<file path="config.mk">
export PLATFORM = sky130hd
export DESIGN_NAME = fb_port_scheduler
export DESIGN_NICKNAME = d
export VERILOG_FILES = /design/src/rtl/fb_port_scheduler.sv
export SDC_FILE = /design/constraint.sdc
export NUM_CORES = 1
export LEC_CHECK = 0
export BUFFER_PORTS_ARGS = -buffer_cell sky130_fd_sc_hd__buf_2
export CAP_MARGIN = 0
export CORE_UTILIZATION = 42
export DETAILED_ROUTE_END_ITERATION = 8
export GPL_TIMING_DRIVEN = 0
export MAX_ROUTING_LAYER = met4
export PLACE_DENSITY = 0.55
export REMOVE_ABC_BUFFERS = 1
export SLEW_MARGIN = 40
export SYNTH_ARGS = -nofsm -noshare
export SYNTH_HDL_FRONTEND = slang
export SYNTH_SLANG_ARGS = --single-unit
export TNS_END_PERCENT = 1
</file>
<file path="constraint.sdc">
create_clock -name pixel_clk -period 6.55 [get_ports pixel_clk]
set_input_delay 1.31 -clock pixel_clk [delete_from_list [all_inputs] [get_ports pixel_clk]]
set_output_delay 1.31 -clock pixel_clk [all_outputs]
set_load 0.01 [all_outputs]
</file>
<file path="src/rtl/fb_port_scheduler.sv">
// fb_port_scheduler: owns the single-port framebuffer RAM, sharing it between queued PPU writes and VGA line prefetch.
// Latency: accepted write reaches the RAM 1 cycle later at best; a row fetch completes 258 cycles after fetch_start, 321 with every write slot taken.
// Backpressure: wr_ready = !full (low during reset); fetch reads yield one write slot after FETCH_BURST reads while writes are queued.

// Small synchronous FIFO with an occupancy counter, storage left unreset.
module fb_sync_fifo #(
  parameter int WIDTH = 24,
  parameter int DEPTH = 16,
  localparam int AW = $clog2(DEPTH),
  localparam int LW = AW + 1
) (
  input  logic             pixel_clk,
  input  logic             reset,
  input  logic             push,
  input  logic [WIDTH-1:0] push_data,
  input  logic             pop,
  output logic [WIDTH-1:0] pop_data,
  output logic [AW:0]      level,
  output logic             empty,
  output logic             full
);
  logic [WIDTH-1:0] mem [DEPTH];
  logic [AW-1:0]    wr_ptr;
  logic [AW-1:0]    rd_ptr;
  logic             do_push;
  logic             do_pop;

  assign empty    = (level == '0);
  assign full     = (level == LW'(DEPTH));
  assign do_push  = push && !full;
  assign do_pop   = pop && !empty;
  assign pop_data = mem[rd_ptr];

  // Pointers and occupancy; a simultaneous push and pop leaves the level unchanged.
  always_ff @(posedge pixel_clk or posedge reset) begin
    if (reset) begin
      wr_ptr <= '0;
      rd_ptr <= '0;
      level  <= '0;
    end else begin
      if (do_push) wr_ptr <= wr_ptr + AW'(1);
      if (do_pop)  rd_ptr <= rd_ptr + AW'(1);
      level <= level + LW'(do_push) - LW'(do_pop);
    end
  end

  // Entry storage; contents are only meaningful between push and pop.
  always_ff @(posedge pixel_clk) begin
    if (do_push) mem[wr_ptr] <= push_data;
  end
endmodule

module fb_port_scheduler #(
  parameter int         FIFO_DEPTH  = 16,
  parameter int         FETCH_BURST = 4,
  parameter logic [7:0] BLANK_IDX   = 8'h0F,
  localparam int        LW = $clog2(FIFO_DEPTH) + 1,
  localparam int        BW = $clog2(FETCH_BURST + 1)
) (
  input  logic          pixel_clk,
  input  logic          reset,
  input  logic          wr_valid,
  output logic          wr_ready,
  input  logic [8:0]    wr_x,
  input  logic [8:0]    wr_y,
  input  logic [7:0]    wr_data,
  input  logic          fetch_start,
  input  logic [7:0]    fetch_row,
  output logic          fetch_busy,
  output logic          fetch_done,
  output logic          err_overlap,
  output logic [LW-1:0] fifo_level,
  output logic          lb_we,
  output logic [7:0]    lb_addr,
  output logic [7:0]    lb_data,
  output logic [15:0]   ram_addr,
  output logic          ram_we,
  output logic [7:0]    ram_din,
  input  logic [7:0]    ram_dout
);
  typedef enum logic [1:0] {IDLE, FETCH, DRAIN, BLANK} state_t;

  state_t        state, state_nxt;
  logic [7:0]    row, row_nxt;
  logic [7:0]    rd_idx, rd_idx_nxt;
  logic [BW-1:0] burst_cnt, burst_nxt;
  logic          do_read;
  logic          blank_wr;
  logic          done_nxt;
  logic          overlap_set;
  logic          force_wr;
  logic          lb_blank;

  logic          fifo_push;
  logic          fifo_pop;
  logic [23:0]   fifo_dout;
  logic          fifo_empty;
  logic          fifo_full;
  logic          wr_in_range;

  // Off-screen pixels still complete their handshake but are never queued.
  assign wr_ready    = !fifo_full && !reset;
  assign wr_in_range = !wr_x[8] && (wr_y < 9'd240);
  assign fifo_push   = wr_valid && wr_ready && wr_in_range;

  fb_sync_fifo #(.WIDTH(24), .DEPTH(FIFO_DEPTH)) u_wr_fifo (
    .pixel_clk (pixel_clk),
    .reset     (reset),
    .push      (fifo_push),
    .push_data ({wr_y[7:0], wr_x[7:0], wr_data}),
    .pop       (fifo_pop),
    .pop_data  (fifo_dout),
    .level     (fifo_level),
    .empty     (fifo_empty),
    .full      (fifo_full)
  );

  // A write slot is forced only once a full burst of reads has gone out and a write is waiting.
  assign force_wr   = (burst_cnt == BW'(FETCH_BURST)) && !fifo_empty;
  assign fetch_busy = (state != IDLE);
  // Blank rows bypass the RAM, so the line buffer takes the constant instead of ram_dout.
  assign lb_data    = lb_we ? (lb_blank ? BLANK_IDX : ram_dout) : 8'h00;

  // Next-state and the per-cycle RAM arbitration: fetch read first, otherwise drain one queued write.
  always_comb begin
    state_nxt   = state;
    row_nxt     = row;
    rd_idx_nxt  = rd_idx;
    burst_nxt   = burst_cnt;
    do_read     = 1'b0;
    blank_wr    = 1'b0;
    done_nxt    = 1'b0;
    overlap_set = 1'b0;
    fifo_pop    = 1'b0;
    ram_addr    = 16'h0000;
    ram_we      = 1'b0;
    ram_din     = 8'h00;

    case (state)
      IDLE: begin
        if (fetch_start) begin
          row_nxt    = fetch_row;
          rd_idx_nxt = 8'd0;
          burst_nxt  = '0;
          state_nxt  = (fetch_row < 8'd240) ? FETCH : BLANK;
        end
      end
      FETCH: begin
        if (!force_wr) begin
          do_read    = 1'b1;
          rd_idx_nxt = rd_idx + 8'd1;
          // Saturate so a write arriving after a long uncontended run is still forced promptly.
          if (burst_cnt != BW'(FETCH_BURST)) burst_nxt = burst_cnt + BW'(1);
          if (rd_idx == 8'd255) state_nxt = DRAIN;
        end
      end
      BLANK: begin
        blank_wr   = 1'b1;
        rd_idx_nxt = rd_idx + 8'd1;
        if (rd_idx == 8'd255) state_nxt = DRAIN;
      end
      DRAIN: begin
        state_nxt = IDLE;
        done_nxt  = 1'b1;
      end
      default: state_nxt = IDLE;
    endcase

    if (fetch_start && (state != IDLE)) overlap_set = 1'b1;

    if (do_read) begin
      ram_addr = {row, rd_idx};
    end else if (!fifo_empty) begin
      fifo_pop  = 1'b1;
      ram_we    = 1'b1;
      ram_addr  = fifo_dout[23:8];
      ram_din   = fifo_dout[7:0];
      burst_nxt = '0;
    end
  end

  // FSM state, fetch position and burst counter.
  always_ff @(posedge pixel_clk or posedge reset) begin
    if (reset) begin
      state     <= IDLE;
      row       <= 8'd0;
      rd_idx    <= 8'd0;
      burst_cnt <= '0;
    end else begin
      state     <= state_nxt;
      row       <= row_nxt;
      rd_idx    <= rd_idx_nxt;
      burst_cnt <= burst_nxt;
    end
  end

  // Line-buffer write stage aligned with the RAM read latency, plus done pulse and sticky overlap flag.
  always_ff @(posedge pixel_clk or posedge reset) begin
    if (reset) begin
      lb_we       <= 1'b0;
      lb_addr     <= 8'd0;
      lb_blank    <= 1'b0;
      fetch_done  <= 1'b0;
      err_overlap <= 1'b0;
    end else begin
      lb_we       <= do_read || blank_wr;
      lb_addr     <= rd_idx;
      lb_blank    <= blank_wr;
      fetch_done  <= done_nxt;
      err_overlap <= err_overlap || overlap_set;
    end
  end
endmodule

</file>
==> metrics list <==
* Result of the run: finished, final reports clean
- The critical path goes through buf_12 -> buf_12 -> mux4_1 -> o2bb2ai_1 -> or3_1 -> a32o_1 -> buf_2.
- Cell type with the largest total area after synthesis: edfxtp_1
* Crit path max fanout: 28
- By area the synthesized netlist is led by edfxtp_1 67%, mux4_2 10%, dfrtp_1 6.7%.
- Required time at the worst-slack endpoint: 5240 ps
- Once placement finished, the instance area stood at 18800 um^2.
- Width of the die: 204 um
- Hold-critical path endpoint: err_overlap
- Worst hold path class: flip-flop to flip-flop
* Worst-case clock skew: 13.1 ps
- Combinational power share: 0.257
* Most common library cells after synthesis: 384 x edfxtp_1, 76 x mux4_2, 65 x mux2i_1
- Number of top-level pins: 97
* Proportion of total power due to net switching: 0.290
* Leading cell type by number of instances after synthesis: edfxtp_1
* GPL Wtd Cong: 0.731
* Number of distinct library cells after synthesis: 52
- Hold_sp: err_overlap
* Share of the clock period used by the worst path: 0.711
- Number of DRC violations after detailed routing: 0
* Area delta synth->final: 18.8%
- Htree depth: 2
- Vias in the first global route: 8970
- Of the total power, registers draw 0.421.
* Initial antenna violation count: 1
- The floorplan step defined a die boundary enclosing 41600 um^2.
* Max-Slew Margin vs Limit: 0.519
* P_leak: 7.08 nW
- Delay contributed by the slowest stage of the critical path: 760 ps
- Of the total power, the clock network draws 0.322.
- CTS root buffer: clkbuf_16
* Fillers: 3253
- Top flip-flop cell by instance count after synthesis: edfxtp_1
- In this run the critical register-to-register path is captured at u_wr_fifo.level[4].
- Post-CTS setup-driven buffer insertion count: 0
- Post-layout min period: 4660 ps
* Fin Hold WS: 469 ps
- The detailed router finished its first iteration with 555 violations.
* P_int: 5.68 mW
- STA classifies the critical path startpoint as a flip-flop.
- Number of synthesized flops with an enable pin: 384
- Of the cells placed in the final design, the portion with a size suffix greater than 1 is 0.295.
- Register-to-Register Setup Slack: 3450 ps
- Vias per cell: 5.43
* Gr usage total: 0.202
- Longest Clk Path Bufs: 3
- The first global-routing pass estimated 58300 um of wire.
- After clock tree synthesis, the clock-pin slew on the worst setup and hold paths is 60 ps.
* Die span in y: 204 um
- Setup repair after global routing missed its margin: false
* Total congestion overflow after global routing: 0
- The share of synthesized area in the top cell type comes to 0.674.
* Maximum number of pins on one net before global-route repair: 36
- Logic depth of the worst register-to-register path: 14
* Starting utilization of the core area: 0.429
- Flop and latch count out of synthesis: 430
- The worst setup path is of the flip-flop to output pin kind.
* Final WS setup: 1890 ps
* Clock tree from TritonCTS: built
- The number of placed instances, taps included, is 1520.
- For this run, the top clock speed supported by timing is 0.215 GHz.
- Origin of the critical flop-to-flop path: u_wr_fifo.level[2]
- After synthesis, the mean cell area works out to 19.1 um^2.
* Resized cells post-CTS: 0
* Sequential fraction of the synthesis area: 0.741
- For the worst setup path, the data arrival time is 3350 ps.
- Cell row count: 73
- Crit-path slowest cell: dfrtp_4
- Placeable core region: 39900 um^2
- Final instance area: 20300 um^2
* Critical path capture point type: output pin
* Async set-or-reset flop fraction in the synthesized netlist: 0.107
* Cell area after technology mapping: 17100 um^2
- Most common cell type on the critical path: buf_12
* Final Slew Violations: 0
- For the worst-skew pair, the clock arrives at the later sink with an insertion delay of 570 ps.
* Clock buffer count from CTS: 46
- First-pass iteration count of the detailed router: 5
- Number of sinks handled by clock tree synthesis: 430
* Worst hold path cell count: 1
- Setup violations remaining at the end of the flow were counted as 0.
- The analysis attributes to net switching a power of 2.32 mW.
- Summed over all nets, the half-perimeter wirelength after detailed placement is 24600 um.
- I/O Buffers: 96
* Transition at the pin with the smallest max-transition slack: 722 ps
* DR vias: 8718
* Post-layout net count: 1104
- The detail route stage leaves a number of antenna-violating nets equal to 0.
- The number of hold buffers added after CTS was 0.
* Final hold vios: 0
- Yosys printed 0 warnings.
- The final layout contains routed wiring with a total length of 39500 um.
- Synthesis handed over a netlist of 896 instances.
* Average detailed-routed wire length per instance: 24.6 um
- Number of violations of the max-capacitance limit: 0
* Non-filler instance count after layout: 1605
- Setup slack at placement: 2420 ps
* Power Dens Cells: 394 nW/um^2
* Worst supply voltage drop on vdd: 0.000250 V
==> how the worst max path moves through the flow <==
stage	slack, ps	end	startpoint	cells past startpoint
6_report	1890	ram_addr[0]	u_wr_fifo.rd_ptr[1]	7
5_1_grt	1710	ram_addr[0]	u_wr_fifo.rd_ptr[1]	7
4_1_cts	1820	ram_addr[2]	u_wr_fifo.rd_ptr[1]	7
3_5_place_dp	2420	ram_addr[2]	u_wr_fifo.rd_ptr[1]	7
3_3_place_gp	-1690	ram_addr[12]	u_wr_fifo.rd_ptr[1]	5
2_1_floorplan	1210	ram_addr[0]	u_wr_fifo.rd_ptr[1]	4
==> state kept, by name, indices dropped and copies added (netlist names), 2 cells and up <==
| signal | cells |
|---|---|
| lb_addr | 8 |
| state | 2 |
| u_wr_fifo.rd_ptr | 4 |
| rd_idx | 8 |
| u_wr_fifo.mem | 384 |
| burst_cnt | 3 |
| u_wr_fifo.level | 5 |
| row | 8 |
| u_wr_fifo.wr_ptr | 4 |
==> power by group through the flow <==
| stage | clock network (mW) | logic [mW] | registers (mW) |
|---|---|---|---|
| 2_1_floorplan | 0 | 1.28 | 3.54 |
| 3_3_place_gp | 0 | 1.82 | 3.76 |
| 3_5_place_dp | 0 | 2.09 | 3.43 |
| 4_1_cts | 2.64 | 2.10 | 3.38 |
| 5_1_grt | 2.73 | 2.24 | 3.39 |
| 6_report | 2.58 | 2.05 | 3.37 |
==> cell usage in the layout, fill, tap and decap left out, types with 12 or more instances in the layout <==
| cell type | n |
|---|---|
| edfxtp_1 | 384 |
| buf_2 | 102 |
| mux4_2 | 76 |
| mux2i_1 | 65 |
| nand2_1 | 58 |
| clkbuf_16 | 47 |
| dfrtp_1 | 42 |
| inv_1 | 21 |
| nor2_1 | 21 |
| or3_1 | 20 |
| o2bb2ai_1 | 16 |
| a32o_1 | 15 |
| ha_1 | 14 |
| buf_12 | 14 |
| buf_4 | 14 |
| clkinv_1 | 12 |
==> cells by family after synthesis <==
group | synth area share
DFF | 0.741
and+or+nand+nor | 0.0468
muxes | 0.145
AOI/OAI and AO/OA | 0.0321
buffers and inverters | 0.0186
adders and majority gates | 0.0114
xor gates and xnor gates | 0.00512
==> per-layer routing <==
layer,share of wire,track usage
met1,0.44,0.264
met2,0.49,0.327
met3,0.046,0.0352
met4,0.018,0.0553
met5,0,-
==> cell type report <==
class	instances	area [um^2]	area share
clock buffers	54	1210	0.0596
multi-input cells	399	4220	0.207
diodes	1	2.50	0.000123
inverters	22	85.1	0.00418
repair buffers	144	1170	0.0575
well taps	525	657	0.0323
flip-flops and latches	430	12700	0.625
clock inverters	30	292	0.0143
==> critical path: cells and delay by family, from the launching register on <==
kind                   cells  cell delay [ps]
AND/OR/NAND/NOR            1              320
multiplexers               1              590
AO/OA/AOI/OAI              2              440
buffers and inverters      3              640
flip-flops                 1              760
==> stage by stage <==
step                      total power [mW]   util  TNS [ps]
after floorplan                       4.82      -         0
after global placement                5.58  0.451    -80090
after detailed placement              5.52  0.472         0
after CTS                             8.11  0.509         0
after global routing                  8.37  0.509         0
final                                 8.00  0.509         0
No activity file was read; power rests on OpenSTA's default activity.
